[config.mk]
export PLATFORM = sky130hd
export DESIGN_NAME = afifo_rd_ctrl
export DESIGN_NICKNAME = d
export VERILOG_FILES = /design/src/rtl/afifo_rd_ctrl.sv
export SDC_FILE = /design/constraint.sdc
export NUM_CORES = 1
export LEC_CHECK = 0
export ABC_AREA = 1
export CORE_MARGIN = 5
export CORE_UTILIZATION = 45
export DETAILED_ROUTE_END_ITERATION = 16
export PLACE_DENSITY = 0.76
export SLEW_MARGIN = 15
export SYNTH_ARGS = -nofsm -noshare
export SYNTH_HDL_FRONTEND = slang
export SYNTH_SLANG_ARGS = --single-unit
export TNS_END_PERCENT = 100
[constraint.sdc]
create_clock -name rclk -period 3.4 [get_ports rclk]
set_clock_uncertainty 0.1 [all_clocks]
set_input_delay 0.68 -clock rclk [delete_from_list [all_inputs] [get_ports rclk]]
set_output_delay 0.68 -clock rclk [all_outputs]
set_load 0.005 [all_outputs]
[src/rtl/afifo_rd_ctrl.sv]
// afifo_rd_ctrl
// Read-side controller of the asynchronous FIFO (rclk domain).
// Compares the synchronized Gray write pointer against the local read
// pointer, issues memory reads, and captures returned data into a 2-entry
// output buffer that feeds a valid/ready consumer. It also exports the
// registered Gray read pointer for the write-domain synchronizer.
//
// Optional feature macro: AFIFO_RD_BYPASS_EN
//   defined   : returned data reaches dout combinationally when the buffer is empty
//   undefined : dout/dout_valid come from registers only
//
// Ports
//   rclk            read-domain clock
//   rrst            asynchronous active-high reset
//   rsrst           synchronous active-high soft reset
//   rq2_wptr_gray   write pointer, Gray, already synchronized to rclk
//   ram_ren         memory read enable
//   ram_raddr       memory read address
//   ram_rdata_valid read data valid, one cycle after ram_ren
//   ram_rdata       read data
//   dout_valid      output word valid
//   dout            output word
//   dout_ready      consumer accepts the word
//   rptr_gray       registered Gray read pointer
//   rempty          no unread words remain in memory
//   rlevel          words in memory not yet read (0..DEPTH)

module afifo_rd_ctrl #(
  parameter int unsigned DW    = 12,
  parameter int unsigned DEPTH = 16,
  parameter int unsigned AW    = $clog2(DEPTH)
) (
  input  logic          rclk,
  input  logic          rrst,
  input  logic          rsrst,
  input  logic [AW:0]   rq2_wptr_gray,
  output logic          ram_ren,
  output logic [AW-1:0] ram_raddr,
  input  logic          ram_rdata_valid,
  input  logic [DW-1:0] ram_rdata,
  output logic          dout_valid,
  output logic [DW-1:0] dout,
  input  logic          dout_ready,
  output logic [AW:0]   rptr_gray,
  output logic          rempty,
  output logic [AW:0]   rlevel
);

  localparam int unsigned PW = AW + 1;

  // Registered state
  logic [PW-1:0] rptr_bin_q;
  logic [1:0]    occ_q;
  logic          inflight_q;
  logic [DW-1:0] head_q;
  logic [DW-1:0] tail_q;

  // Next-state values
  logic [PW-1:0] rptr_bin_d;
  logic [PW-1:0] rptr_gray_d;
  logic [1:0]    occ_d;
  logic          inflight_d;
  logic [DW-1:0] head_d;
  logic [DW-1:0] tail_d;

  logic [PW-1:0] wptr_bin;
  logic          pop;
  logic          push;
  logic [2:0]    outstanding;

  // Gray to binary: each binary bit is the XOR of all Gray bits at or above it
  always_comb begin
    wptr_bin = '0;
    for (int unsigned i = 0; i < PW; i++) begin
      wptr_bin[i] = ^(rq2_wptr_gray >> i);
    end
  end

  assign rempty    = (rptr_bin_q == wptr_bin);
  assign rlevel    = wptr_bin - rptr_bin_q;
  assign ram_raddr = rptr_bin_q[AW-1:0];

  // Returning data is dropped while soft reset is active
  assign push = ram_rdata_valid & inflight_q & ~rsrst;
  assign pop  = dout_valid & dout_ready;

  // Output presentation
`ifdef AFIFO_RD_BYPASS_EN
  logic byp;
  assign byp        = (occ_q == 2'd0) & push;
  assign dout_valid = (occ_q != 2'd0) | byp;
  assign dout       = byp ? ram_rdata : head_q;
`else
  assign dout_valid = (occ_q != 2'd0);
  assign dout       = head_q;
`endif

  // Words buffered or in flight once this cycle's pop is taken out
  assign outstanding = 3'(occ_q) + 3'(inflight_q) - 3'(pop);

  assign ram_ren = ~rempty & ~rsrst & ~rrst & (outstanding < 3'd2);

  // Next-state logic for pointer, in-flight flag and output buffer
  always_comb begin
    rptr_bin_d = rptr_bin_q;
    occ_d      = occ_q;
    inflight_d = inflight_q;
    head_d     = head_q;
    tail_d     = tail_q;

    if (rsrst) begin
      rptr_bin_d = '0;
      occ_d      = 2'd0;
      inflight_d = 1'b0;
      head_d     = '0;
      tail_d     = '0;
    end else begin
      if (ram_ren) begin
        rptr_bin_d = rptr_bin_q + PW'(1);
      end

      // A new issue keeps the flag set even if the previous read returns now
      if (ram_ren) begin
        inflight_d = 1'b1;
      end else if (push) begin
        inflight_d = 1'b0;
      end

      // head_q is the word on dout, tail_q the word queued behind it
      case ({push, pop})
        2'b10: begin
          if (occ_q == 2'd0) begin
            head_d = ram_rdata;
          end else begin
            tail_d = ram_rdata;
          end
          occ_d = occ_q + 2'd1;
        end
        2'b01: begin
          head_d = tail_q;
          occ_d  = occ_q - 2'd1;
        end
        2'b11: begin
          // occ_q == 0 only with bypass: the word passes straight through
          if (occ_q == 2'd2) begin
            head_d = tail_q;
            tail_d = ram_rdata;
          end else if (occ_q == 2'd1) begin
            head_d = ram_rdata;
          end
        end
        default: begin
        end
      endcase
    end

    rptr_gray_d = rptr_bin_d ^ (rptr_bin_d >> 1);
  end

  // State register
  always_ff @(posedge rclk or posedge rrst) begin
    if (rrst) begin
      rptr_bin_q <= '0;
      rptr_gray  <= '0;
      occ_q      <= 2'd0;
      inflight_q <= 1'b0;
      head_q     <= '0;
      tail_q     <= '0;
    end else begin
      rptr_bin_q <= rptr_bin_d;
      rptr_gray  <= rptr_gray_d;
      occ_q      <= occ_d;
      inflight_q <= inflight_d;
      head_q     <= head_d;
      tail_q     <= tail_d;
    end
  end

`ifndef SYNTHESIS
  // Buffered plus in-flight words never exceed the buffer capacity
  always @(posedge rclk) begin
    if (!rrst) begin
      assert (3'(occ_q) + 3'(inflight_q) <= 3'd2)
        else $error("afifo_rd_ctrl: occupancy plus in-flight exceeds 2");
    end
  end
`endif

endmodule

# ---- After elaboration in Yosys (flattened, before gate mapping)
# Cells that the tools add are included.
dict set report classes {
  addsub 6
  mul 0
  div 0
  n_lt_le_gt_ge 1
  n_eq_ne 10
  shift 0
  mux 16
  bitwise 10
  n_reduce_logical 13
}
# operator n
set op_table {}
lappend op_table {{2-to-1 mux 12 bit} 7}
lappend op_table {{case mux 12 bit (3 select lines)} 1}
lappend op_table {{XOR reduction 5 bit} 5}
lappend op_table {{case mux 12 bit (2 select lines)} 1}
lappend op_table {{2-to-1 mux 5 bit} 2}
lappend op_table {{!= test 3 bit, second input constant} 3}
lappend op_table {{nonzero test 3 bit} 3}
lappend op_table {{bitwise AND 1 bit} 6}
lappend op_table {{== test 2 bit, second input constant} 3}
lappend op_table {{AND reduction 3 bit} 2}
lappend op_table {{adder 5 x 1 -> 5 bit, second input constant} 1}
lappend op_table {{== test 5 bit} 1}
lappend op_table {{subtractor 5 bit} 1}
lappend op_table {{XOR 5 x 4 -> 5 bit} 1}
lappend op_table {{== test 2 x 1 -> 1 bit, second input constant} 2}
lappend op_table {{!= test 4 bit, second input constant} 1}
lappend op_table {{case mux 2 bit (2 select lines)} 1}
lappend op_table {{nonzero test 4 bit} 1}
lappend op_table {{adder 2 x 1 -> 3 bit} 1}
lappend op_table {{less-than comparator 3 x 2 -> 1 bit, second input constant} 1}
lappend op_table {{2-to-1 mux 1 bit} 3}
lappend op_table {{inverter 1 bit} 3}
lappend op_table {{subtractor 3 x 1 -> 3 bit} 1}
lappend op_table {{adder 2 x 1 -> 2 bit, second input constant} 1}
lappend op_table {{other kinds (4)} 4}
dict set report totals {
  reg_bits 37
  latch_bits 0
  mem_bits_rw 0
  romBits 0
  input_bits 22
  out_inout_bits 29
  wordCells 62
  n_memories 0
}

# ---- Logic depth before layout (Yosys ltp)
dict set report logic_depth {
  ltp_word 9
  ltp_mapped 18
  mapped_depth_nobuf 17
}

# ---- Worst setup path after synthesis
# OpenSTA, ideal clock, no wires.
dict set report synth_timing {
  kind {input-to-output}
  startpoint {input dout_ready}
  endpoint {output ram_ren}
  arrival_time_ps 2572
  required_ps 2620
  path_slack_ps 48
  stages 10
  path_buffers 1
  cell_sequence {nand2_1 > buf_2 > inv_1 > ha_1 > or2_2 > fa_1 > nand2_1 > nor2_8 > nand3_4 > inv_1}
}
dict set report synth_between {
  elab_chain_len 4
}
# item line_no
set synth_rtl {}
lappend synth_rtl {{start: declaration} 43} ;# input logic dout_ready,
lappend synth_rtl {{bitwise AND 1 bit} 85} ;# assign pop = dout_valid & dout_ready;
lappend synth_rtl {{subtractor 3 x 1 -> 3 bit} 99} ;# assign outstanding = 3'(occ_q) + 3'(inflight_q) - 3'(pop);
lappend synth_rtl {{less-than comparator 3 x 2 -> 1 bit} 101} ;# assign ram_ren = ~rempty & ~rsrst & ~rrst & (outstanding < 3'd2);
lappend synth_rtl {{bitwise AND 1 bit} 101}
lappend synth_rtl {{end: declaration} 37} ;# output logic ram_ren,
# Every way passes these cells.

# ---- Final worst setup path
dict set report layout_timing {
  startpoint {input rq2_wptr_gray[1]}
  endpoint {output rlevel[4]}
}
dict set report layout_between {
  elab_chain_len 2
  word_cells_on_any_way 3
  classes_between {1 x add/sub; 2 x reduce/logical}
}
# item line_no
set layout_rtl {}
lappend layout_rtl {{start: declaration} 36} ;# input logic [AW:0] rq2_wptr_gray,
lappend layout_rtl {{XOR reduction 5 bit} 75} ;# wptr_bin[i] = ^(rq2_wptr_gray >> i);
lappend layout_rtl {{subtractor 5 bit *} 80} ;# assign rlevel = wptr_bin - rptr_bin_q;
lappend layout_rtl {{end: declaration} 46} ;# output logic [AW:0] rlevel
# Every way passes the cells marked *; elsewhere a longest branch is shown, timed or not.

==> impl_metrics.json <==
{
  "leakage_nw": 1.608,
  "firstDrtPassIters": 4,
  "cts_tree": "built",
  "clk_path_buf_depth": 2,
  "num_antenna_cells": 0,
  "synth_edf_count": 0,
  "finalHoldViolCount": 0,
  "port_buffers": 50,
  "ant_nets": 0,
  "min_period_ns": 3.310,
  "r2r_start": "occ_q[1]$_DFFE_PP0P_",
  "fin_util_pct": 68.37,
  "hold_slack_ns": 0.3822,
  "clk_pin_slew_worst_paths_ns": 0.07,
  "syn_avg_cell_area_sq_um": 8.384,
  "reg2regPathDepth": 21,
  "clkLatencyLatePin_ns": 0.29,
  "ys_seq_area_share_pct": 41.17,
  "setup_viol": 0,
  "syn_nets": 296,
  "hpwl_microns": 3806,
  "first_iter_violations": 193,
  "grt_usage_pct": 18.18,
  "power_switching_mw": 0.7088,
  "fin_cells": 420,
  "p_sw_share_pct": 36.23,
  "dieHeight_microns": 79.74,
  "crit_start": "rq2_wptr_gray[1]",
  "final_area_sq_mm": 0.003229,
  "ir_drop_mv": 0.3159,
  "synth_warnings": 0,
  "hp-class": "register to register",
  "clkPwrFrac_pct": 18.9,
  "worst_pin_slew_ns": 0.7662,
  "numCtsBuffers": 5,
  "power_density_mw_per_mm2": 605.8,
  "status": "finished, final reports clean",
  "yosys_most_used_dff": "dfrtp_1",
  "cts_root_buf": "clkbuf_8",
  "p_seq_share_pct": 28.2,
  "critPathKind": "input port to primary output",
  "grt_max_degree": 20,
  "worstPathRequired_ns": 2.62,
  "rows": 25,
  "areaGrowthSynthToFinish_pct": 47.57,
  "worst_setup_path_start_kind": "input port",
  "netlist_area_sq_mm": 0.002188,
  "maxCapViolCount": 0,
  "die_area_sq_mm": 0.006358,
  "fin_crit_sh_pct": 97.34,
  "mostFrequentLayoutCell": "nand2_1",
  "drt-total-wl_microns": 5771,
  "start_util_pct": 46.33,
  "grt-ovfl-total": 0,
  "relSlewSlack_pct": 48.86,
  "grt_pass1_vias": 2056,
  "dpl_cell_area_sq_mm": 0.002909,
  "async_flop_share_pct": 100.0,
  "die_x_microns": 79.74,
  "cts_sinks": 36,
  "p_int_mw": 1.247,
  "min_path_cells": 2,
  "antenna_found_initial": 0,
  "drive_gt1_share_pct": 26.91,
  "worstSetupEndpointType": "primary output",
  "gp_congestion": 0.8311,
  "arrival_ns": 2.53,
  "layout.nets": 387,
  "core_area_sq_mm": 0.004723,
  "pwr-share-comb_pct": 53.0,
  "remaining_drc_errors": 0,
  "drv_slew": 0,
  "synth.distinct_cells": 30,
  "h-tree-depth": 2,
  "grt_first_pass_wirelength_microns": 9190,
  "cp_max_fo": 2,
  "syn_inst": 261,
  "viasPerCell": 4.940,
  "placedCellCount": 392,
  "pin_count": 51,
  "fillers": 369,
  "clock.fmax_mhz": 302.1,
  "vias": 2075,
  "hp-start": "dout[8]$_DFFE_PP0P_",
  "synth_seq_cells": 36,
  "final_cell_mix": "nand2_1 (63), inv_1 (42), clkdlybuf4s50_1 (40), buf_4 (38), dfrtp_1 (36)",
  "wl_per_cell_microns": 13.74
}
## worst max-delay path, cell delays in order
cell             delay, ns
clkdlybuf4s50_1       0.49
xnor2_1               0.15
xor2_1                0.18
ha_2                  0.20
inv_2                 0.04
fa_2                  0.38
nand3_2               0.09
nand2_2               0.06
xor2_1                0.14
buf_2                 0.12
## worst paths after layout
check / to / slack (ns)
setup / recovery: rlevel[4] / 0.09
hold / removal: dout[8]$_DFFE_PP0P_ / 0.38
setup reg to reg: tail_q[5]$_DFFE_PP0P_ / 0.11
hold reg to reg: dout[8]$_DFFE_PP0P_ / 0.38
min in group asynchronous: rptr_bin_q[1]$_DFF_PP0_ / 0.84
max in group asynchronous: inflight_q$_DFFE_PP0P_ / 1.79
## Yosys cell counts (all sizes together) (2+ instances only)
| cell type | n | share of area (%) |
|---|---|---|
| ha | 11 | 6.3 |
| o21ai | 6 | 1.4 |
| xnor2 | 2 | 0.80 |
| nand4 | 7 | 2.0 |
| xor2 | 7 | 3.5 |
| o22ai | 12 | 3.4 |
| nor2 | 13 | 4.6 |
| buf | 7 | 1.7 |
| nand2 | 77 | 15 |
| fa | 2 | 1.8 |
| a21oi | 3 | 0.69 |
| inv | 49 | 8.4 |
| dfrtp | 36 | 41 |
| nand3 | 12 | 3.3 |
| o32ai | 12 | 4.8 |
## power by group through the flow
| stage | registers (mW) | clock network, mW | logic [mW] |
|---|---|---|---|
| floorplan | 0.559 | 0 | 0.471 |
| global placement | 0.555 | 0 | 0.871 |
| detailed placement | 0.557 | 0 | 0.893 |
| CTS | 0.550 | 0.377 | 0.985 |
| global route | 0.561 | 0.396 | 1.13 |
| finish | 0.551 | 0.369 | 1.04 |
## registers in the layout, summed over array words and instances, names as in the netlist
signal and count:
rptr_bin_q 5, dout 12, inflight_q 1, tail_q 12, occ_q 2, rptr_gray 4
## cell families after synthesis
group,after synthesis,synth area share [%]
flops,36,41.17
buf+inv,57,10.29
simple gates,111,25.16
xor+xnor,9,4.288
fa+ha+maj,13,8.119
compound gates,35,10.98
## stage by stage
stage	worst slack [ns]	power (mW)	TNS [ns]
floorplan	0.04789	1.030	0
global placement	-0.5377	1.426	-2.709
detailed placement	-0.5953	1.450	-2.951
CTS	-0.07428	1.912	-0.07428
global route	-0.04002	2.082	-0.2966
finish	0.09032	1.956	0
## routing by layer
| metal | share of wire [%] | vias to the layer above | GRT usage (%) |
|---|---|---|---|
| li1 | - | 1021 | - |
| met2 | 50 | 67 | 30.97 |
| met1 | 43 | 977 | 22.98 |
| met3 | 4.9 | 10 | 3.047 |
| met4 | 1.9 | 0 | 6.926 |
| met5 | 0 | - | 0 |
## area by class of cell
| class | count | area [sq um] | area share (%) |
|---|---|---|---|
| Multi-Input combinational cell | 169 | 1144 | 35.41 |
| Clock buffer | 6 | 72.57 | 2.247 |
| Clock inverter | 2 | 35.03 | 1.085 |
| Tap cell | 67 | 83.83 | 2.596 |
| Sequential cell | 36 | 900.9 | 27.90 |
| Inverter | 49 | 183.9 | 5.695 |
| Timing Repair Buffer | 91 | 809.5 | 25.07 |
## what timing repair did
action	CTS	global route
gates resized for setup	23	26
hold buffers	0	0
pin swaps	10	8
endpoints found under the setup margin	7	18
setup buffers	15	3
cloned	0	2
No activity file was read; power rests on OpenSTA's default activity.
